### src/rtl/wb_write_queue.sv
// ============================================================================
// Module      : wb_write_queue
// Description : In-order writeback FIFO feeding the register file write port,
//               with youngest-first forwarding of pending writes.
// Revision    : 1.0 - initial release
// ============================================================================
`default_nettype none

module wb_write_queue #(
  parameter int DATA_W = 32,
  parameter int ADDR_W = 5,
  parameter int DEPTH  = 4
) (
  input  logic                     clk,
  input  logic                     reset,
  input  logic                     mem_valid,
  input  logic [ADDR_W-1:0]        mem_rd,
  input  logic [DATA_W-1:0]        mem_data,
  output logic                     mem_ready,
  input  logic                     alu_valid,
  input  logic [ADDR_W-1:0]        alu_rd,
  input  logic [DATA_W-1:0]        alu_data,
  output logic                     alu_ready,
  output logic                     rf_we,
  output logic [ADDR_W-1:0]        rf_waddr,
  output logic [DATA_W-1:0]        rf_wdata,
  input  logic [ADDR_W-1:0]        fwd_addr1,
  input  logic [ADDR_W-1:0]        fwd_addr2,
  output logic                     fwd_hit1,
  output logic                     fwd_hit2,
  output logic [DATA_W-1:0]        fwd_data1,
  output logic [DATA_W-1:0]        fwd_data2,
  output logic [$clog2(DEPTH):0]   count
);

  localparam int                c_ptr_w = $clog2(DEPTH);
  localparam logic [c_ptr_w:0]  c_depth = (c_ptr_w+1)'(DEPTH);
  localparam logic [c_ptr_w:0]  c_one   = (c_ptr_w+1)'(1);
  localparam logic [c_ptr_w:0]  c_two   = (c_ptr_w+1)'(2);

  logic [ADDR_W-1:0]  r_addr_q [DEPTH];
  logic [DATA_W-1:0]  r_data_q [DEPTH];
  logic [c_ptr_w-1:0] r_wptr;
  logic [c_ptr_w-1:0] r_rptr;
  logic [c_ptr_w:0]   r_count;
  logic               r_rf_we;
  logic [ADDR_W-1:0]  r_rf_waddr;
  logic [DATA_W-1:0]  r_rf_wdata;

  logic [c_ptr_w:0]   w_free;
  logic               w_mem_push;
  logic               w_alu_push;
  logic               w_pop;
  logic [c_ptr_w-1:0] w_alu_slot;

  // Ready looks only at the registered count, so a load always gets the last slot.
  assign w_free     = c_depth - r_count;
  assign mem_ready  = (w_free >= c_one);
  assign alu_ready  = (w_free >= c_two) || ((w_free == c_one) && !mem_valid);

  // Register 0 results complete the handshake but are dropped here.
  assign w_mem_push = mem_valid && mem_ready && (mem_rd != '0);
  assign w_alu_push = alu_valid && alu_ready && (alu_rd != '0);
  assign w_pop      = (r_count != '0);
  assign w_alu_slot = r_wptr + c_ptr_w'(w_mem_push);

  assign count      = r_count;
  assign rf_we      = r_rf_we;
  assign rf_waddr   = r_rf_waddr;
  assign rf_wdata   = r_rf_wdata;

  always_ff @(posedge clk) begin
    if (w_mem_push) begin
      r_addr_q[r_wptr] <= mem_rd;
      r_data_q[r_wptr] <= mem_data;
    end
    if (w_alu_push) begin
      r_addr_q[w_alu_slot] <= alu_rd;
      r_data_q[w_alu_slot] <= alu_data;
    end
  end

  always_ff @(posedge clk or negedge reset) begin
    if (!reset) begin
      r_wptr     <= '0;
      r_rptr     <= '0;
      r_count    <= '0;
      r_rf_we    <= 1'b0;
      r_rf_waddr <= '0;
      r_rf_wdata <= '0;
    end else begin
      r_wptr  <= r_wptr + c_ptr_w'(w_mem_push) + c_ptr_w'(w_alu_push);
      r_rptr  <= r_rptr + c_ptr_w'(w_pop);
      r_count <= r_count + (c_ptr_w+1)'(w_mem_push) + (c_ptr_w+1)'(w_alu_push)
                 - (c_ptr_w+1)'(w_pop);
      r_rf_we <= w_pop;
      if (w_pop) begin
        r_rf_waddr <= r_addr_q[r_rptr];
        r_rf_wdata <= r_data_q[r_rptr];
      end
    end
  end

  // Scan oldest to youngest (rf stage, then head to tail) so the last match wins.
  function automatic logic [DATA_W:0] lookup(input logic [ADDR_W-1:0] a);
    logic               hit;
    logic [DATA_W-1:0]  d;
    logic [c_ptr_w-1:0] slot;
    hit = r_rf_we && (r_rf_waddr == a);
    d   = hit ? r_rf_wdata : '0;
    for (int i = 0; i < DEPTH; i++) begin
      slot = r_rptr + c_ptr_w'(i);
      if (((c_ptr_w+1)'(i) < r_count) && (r_addr_q[slot] == a)) begin
        hit = 1'b1;
        d   = r_data_q[slot];
      end
    end
    if (a == '0) begin
      hit = 1'b0;
      d   = '0;
    end
    return {hit, d};
  endfunction

  always_comb begin
    {fwd_hit1, fwd_data1} = lookup(fwd_addr1);
    {fwd_hit2, fwd_data2} = lookup(fwd_addr2);
  end

endmodule

`default_nettype wire

### config.mk
export PLATFORM = sky130hd
export DESIGN_NAME = wb_write_queue
export DESIGN_NICKNAME = d
export VERILOG_FILES = /design/src/rtl/wb_write_queue.sv
export SDC_FILE = /design/constraint.sdc
export NUM_CORES = 1
export LEC_CHECK = 0
export BUFFER_PORTS_ARGS = -buffer_cell sky130_fd_sc_hd__buf_2
export CORE_UTILIZATION = 50
export DETAILED_ROUTE_END_ITERATION = 10
export MAX_ROUTING_LAYER = met4
export PLACE_DENSITY = 0.71
export SETUP_SLACK_MARGIN = 0.3
export SKIP_CTS_REPAIR_TIMING = 1
export SLEW_MARGIN = 15
export SYNTH_ARGS = -nofsm -noshare
export SYNTH_HDL_FRONTEND = slang
export SYNTH_SLANG_ARGS = --single-unit
### constraint.sdc
create_clock -name clk -period 9.7 [get_ports clk]
set_clock_uncertainty 0.2 [all_clocks]
set_input_delay 1.94 -clock clk [delete_from_list [all_inputs] [get_ports clk]]
set_output_delay 1.94 -clock clk [all_outputs]
set_load 0.01 [all_outputs]
# After elaboration in Yosys (flattened, before gate mapping)

Memories as Yosys holds them, arrays and structs flattened.
Index checks and enable logic that the tools add are counted.

Flip-flop bits (word level): 45
Memories: 2
Memory bits (read-only): 0
Bits in latches: 0
Output and inout port bits: 109
RAM bits: 148

Memory list:

| name     | depth | bits a word | read ports | clocked after memory_dff | write ports | RTL line | source |
|---|---|---|---|---|---|---|---|
| r_data_q | 4     | 32          | 4          | 0                        | 2           | 42       | `logic [DATA_W-1:0] r_data_q [DEPTH];` |
| r_addr_q | 4     | 5           | 4          | 0                        | 2           | 41       | `logic [ADDR_W-1:0] r_addr_q [DEPTH];` |

Shift operators: 0
Multipliers: 0
Divide/modulo/power cells: 0
Reduce and logical (&&, ||, !) cells: 22
Bitwise gates (word level): 0
Equality and inequality tests: 11
Add/sub/neg operators: 10
Magnitude comparators: 6
Multiplexer cells: 26

Operators with widths:

| operator              | number |
|---|---|
| $mux W32              | 12 |
| $eq A5 B5 Y1          | 10 |
| $logic_and A1 B1 Y1   | 15 |
| $mux W1               | 14 |
| $logic_not A5 Y1      | 2 |
| $reduce_bool A5 Y1    | 2 |
| $add A2 B1 Y2         | 3 |
| $add A3 B1 Y3         | 2 |
| $lt A1 B3 Y1 const A  | 2 |
| $lt A2 B3 Y1 const A  | 2 |
| $add A2 B2 Y2 const B | 2 |
| $eq A3 B1 Y1 const B  | 1 |
| $ge A3 B1 Y1 const B  | 1 |
| $ge A3 B2 Y1 const B  | 1 |
| $reduce_bool A3 Y1    | 1 |
| $sub A3 B1 Y3         | 1 |
| $sub A3 B3 Y3 const A | 1 |
| $add A2 B1 Y2 const B | 1 |
| $logic_not A1 Y1      | 1 |
| $logic_or A1 B1 Y1    | 1 |

# Logic depth before layout (Yosys ltp)

Depth after elaboration: 8
Gate-level depth with buffers: 13

# Least setup slack after synthesis

No wires, ideal clock.

Kind: input to output
From: in fwd_addr1[4]
To: out fwd_data1[13]
Stages on the path: 9
Setup slack: 3.835 ns
Arrival: 3.725 ns
Path buffers: 3
Path through: clkbuf_1 xnor2_1 nand3_1 or3_1 clkbuf_1 nor2_2 buf_4 a221oi_1 o31ai_1

Word-level cells in the longest chain between the ends: 8
Elaborated cells on any way between the ends: 17
Those cells by class: eq/ne (5); mux (6); reduce/logical (6)

Ends and longest elaborated chain:

| element                | RTL line | source |
|---|---|---|
| start: declaration     | 27       | `input logic [ADDR_W-1:0] fwd_addr1,` |
| $eq A5 B5 Y1           | 109      | `hit = r_rf_we && (r_rf_waddr == a);` |
| $logic_and A1 B1 Y1    | 109      |  |
| $mux W32               | 110      | `d = hit ? r_rf_wdata : '0;` |
| $mux W32 (4 in series) | 113      | `if (((c_ptr_w+1)'(i) < r_count) && (r_addr_q[slot] == a)) begin` |
| $mux W32 *             | 118      | `if (a == '0) begin` |
| end: declaration       | 31       | `output logic [DATA_W-1:0] fwd_data1,` |

Mark *: on every way between the ends. The rest lies on a longest branch, timed or not.

# Final worst setup path

From: in fwd_addr2[0]
To: out fwd_data2[30]

Word-level cells in the longest chain between the ends: 8
Elaborated cells on any way between the ends: 17
Those cells by class: eq/ne (5); mux (6); reduce/logical (6)

Ends and longest elaborated chain:

| element                | RTL line | source |
|---|---|---|
| start: declaration     | 28       | `input logic [ADDR_W-1:0] fwd_addr2,` |
| $eq A5 B5 Y1           | 109      |  |
| $logic_and A1 B1 Y1    | 109      |  |
| $mux W32               | 110      |  |
| $mux W32 (4 in series) | 113      |  |
| $mux W32 *             | 118      |  |
| end: declaration       | 32       | `output logic [DATA_W-1:0] fwd_data2,` |

Marked as above.

==> results <==
- The critical path arrival is between 4000 and 5000 ps.
- The hold path startpoint is rf_wdata[29].
- The via-per-instance ratio is between 6 and 7.
- The count of final hold-check violations is 0.
- Counting the buffers created by CTS gives 17.
- In the final layout, the share of cells above drive strength 1 is 0.3398.
- The synthesized netlist occupies a cell area of 14970 um2.
- The max-slew violation total from the final report is 0.
- The number of buffers inserted by port buffering is 196.
- The average instance in the mapped netlist occupies a little over 10 um2.
- 197 I/O pins were placed.
- The cell family contributing the most delay on the critical path is compound AO/OA/AOI/OAI gates.
- The end of the worst register-to-register path is r_data_q[0][9].
- For this run, the number of Yosys warnings is 0.
- The cell sitting at the root of the clock tree is a clkbuf_16.
- The final weighted congestion of routability-driven global placement is between 0.9 and 1.
- The number of cells traversed by the worst register-to-register path is 13.
- The core region is about 29000 um2.
- Relative to the synthesized area, the layout overhead comes to 11.06%.
- Total power for the finished layout comes to ~6.9 mW.
- In this design, the stage delay of the slowest critical-path cell is 970 ps.
- The largest area contributor in the netlist is edfxtp_1.
- The flip-flop and latch count after synthesis is 193.
- The worst setup path is captured at an output port.
- Counting both buffers and inverters, the worst setup path holds a total of 2.
- The setup slack on the worst flop-to-flop path is a little under 5000 ps.
- The half-perimeter wire length after detailed placement is between 30000 and 40000 um.
- The worst setup path category is in2out.
- The longest clock path from root to sink contains 2 buffers.
- At the placement stage, the worst setup path has a slack of approximately 2800 ps.
- Of the post-synthesis cell area, the dominant cell type holds 0.2968.
- The number of standard-cell rows in the floorplan is 62.
- The number of global-route vias before repair is around 12000.
- Counting instances, the worst hold path has a depth of 2.
- Of all nets on the critical path, the largest fanout is 32.
- The flow ran to the end, and the final reports show no timing, DRC or antenna violations.
- The startpoint of the worst-slack reg-to-reg timing path is count[0].
- The headroom to the max-slew limit is 0.2135.
- The floorplan step set the die height to 175.1 um.
- In the synthesized netlist the dominant register cell turns out to be edfxtp_1.
- The synthesized design contains around 150 enable-type register cells.
- The clock-pin slew of the registers on the worst-case setup and hold paths is 70 ps.
- The number of clock sinks is around 190.
- Timing would allow up to 0.1450 GHz.
- For this design, the slowest cell found on the critical path is nor2b_4.
- The initial antenna violation count is 0.
- The detail route stage leaves a number of antenna-violating nets equal to 0.
- After routing, the total negative slack on setup checks comes to 0 ps.
- The worst path setup slack after routing is approximately 2800 ps.
- The floorplan step defined a die boundary enclosing 30640 um2.
- The x dimension of the die is about 180 um.
- The end-of-flow core utilization is 0.5717.
- The maximum ir drop on the vdd rail is ~0.22 mV.
- The post-route cell area is 16630 um2.
- The pre-antenna-repair detailed-routing pass consisted of 6 iterations.
- In this design, the critical path's most frequently occurring cell is buf_2.
- The count of routing violations after the opening detailed-route iteration is about 1600.
- The final cell count without fillers is 1988.
- The H-tree was split into 4 levels.
- The clock tree from TritonCTS is yes.
- For this configuration, the core starts out at a cell density of 0.5147.
- The overall track demand over capacity in global routing is 0.3419.
- Dividing the final minimum period by the clock period gives 0.7109.
- The tool flagged a number of max-cap violations equal to 0.
- The routed design has approximately 51000 um of wire.
- The worst min-delay path endpoint is rf_wdata[29].
- The largest net degree at the start of global routing is 150.
- At the pin with the least slew margin, the transition time is ~1200 ps.
- Data on the critical path is required at its endpoint by roughly 7600 ps.
- After synthesis, the share of flip-flops with an asynchronous set or reset is 0.2332.
- The library cell used most frequently in the layout, excluding fill and tap cells, is nand2_1.
- The count of distinct cell types in the synthesized netlist is between 50 and 60.
- The detailed-route via count is around 13000.
- The leakage power figure is around 6.5 nW.
- The worst setup path is launched from a primary input.
- In the final design database the tool counted 1691 nets.
- For the finished layout, the period the worst path requires is between 6000 and 7000 ps.
- Including well taps, the total number of placed cells is 1956.
- Across all hold checks on the routed design, the worst slack comes to 360.3 ps.
- Traced cell by cell, the critical path runs through buf_2 -> o31a_1 -> nand4_4 -> o21ba_4 -> nor2b_4 -> a221oi_1 -> o221ai_1 -> buf_2.
- After detailed routing, the number of remaining DRC violations is 0.
- The net count after synthesis is around 1600.
- The global-route wire length before repair is around 76000 um.
- The area of placed instances is around 16000 um2.
- By area the synthesized netlist is led by edfxtp_1 (30%), mux2_2 (15%), dfrtp_1 (7.5%), nand2_1 (5.4%), mux2i_1 (4.7%).
- Setup repair after global routing left no endpoint under its margin.
- The class of the worst hold path is reg2reg.
- For this design the ratio of total power to cell area is approximately 420 nW/um2.
- Clock latency on the worst-skew pair, taken at its later pin, is roughly 450 ps.
- The repair_antennas step left the layout with diodes totalling 0.
- The library cells used most frequently in the layout, excluding fill and tap cells, are nand2_1 (217), mux2_2 (202), buf_2 (196).
- The cell count after synthesis came out at roughly 1500.
- The share of the Yosys chip area taken by registers is 0.3720.
- Dividing the detail-routed wire length by the instance count gives approximately 26 um.
- Global routing finished with a remaining overflow of 0.
- Setup violations remaining at the end of the flow were counted as 0.
[sequential cells by signal, summed over array words and instances, names as in the netlist]
name      cells
count         3
r_wptr        2
rf_we         1
r_data_q    128
r_rptr        2
rf_wdata     32
r_addr_q     20
rf_waddr      5
[kinds of logic after synthesis]
kind of cell    share of synthesized area
compound gates                     0.1645
xor+xnor                          0.03267
fa+ha+maj                         0.01103
buf+inv                           0.05198
flops                              0.3720
mux                                0.2303
simple gates                       0.1375
[how the worst max path moves through the flow]
stage / cells after the start / end / start / slack, ps
2_1_floorplan: 9 / fwd_data1[13] / fwd_addr1[4] / 3830
3_3_place_gp: 8 / fwd_data2[30] / fwd_addr2[0] / 2860
3_5_place_dp: 8 / fwd_data2[30] / fwd_addr2[0] / 2830
4_1_cts: 8 / fwd_data2[30] / fwd_addr2[0] / 2830
5_1_grt: 10 / fwd_data1[30] / fwd_addr1[4] / 2720
6_report: 8 / fwd_data2[30] / fwd_addr2[0] / 2800
[final cells by class]
class,instances,area [um2]
Timing Repair Buffer,223,1196
Tap cell,384,480.5
Inverter,28,107.6
Clock buffer,17,425.4
Clock inverter,15,151.4
Fill cell,2555,12460
Sequential cell,193,5578
Multi-Input combinational cell,1128,8691
[cells in the mapped netlist, types with 12 or more instances]
master / instances
or2_2: 21
mux2i_1: 70
a221oi_1: 24
nor2b_1: 18
nor2_1: 83
dfrtp_1: 45
nand2b_1: 25
buf_1: 16
a221oi_2: 24
and2_1: 26
edfxtp_1: 148
a21o_1: 22
clkbuf_1: 78
o31a_1: 18
inv_1: 28
xnor2_1: 31
nand2_1: 217
buf_6: 12
o221ai_1: 32
o31ai_1: 31
a21oi_1: 42
o21ai_0: 62
a32oi_1: 21
nor3_1: 23
xor2_1: 23
mux4_2: 21
mux2_2: 202
buf_2: 22
[report_power, final]
group          internal [mW]  leakage, nW  switching, mW
Sequential              1.42         1.90          0.338
Combinational           1.69         4.30           2.78
Clock                  0.342        0.279          0.358
Total                   3.45         6.48           3.48
[metal layers]
layer / share of wire / vias to the layer above / routed length [um] / global-route usage
met5: 0 / - / 0 / -
met4: 0.023 / 0 / 1182 / 0.09167
met3: 0.090 / 65 / 4619 / 0.07245
met2: 0.43 / 694 / 22090 / 0.4823
met1: 0.45 / 6242 / 23250 / 0.4936
li1: - / 5748 / - / -
[tightest hold or removal path, delay by kind of cell, from the launching register on]
kind	cells	cell delay (ps)
flip-flops	1	400
AND/OR/NAND/NOR	1	60
AO/OA/AOI/OAI	1	60
No activity file was read; power rests on OpenSTA's default activity.
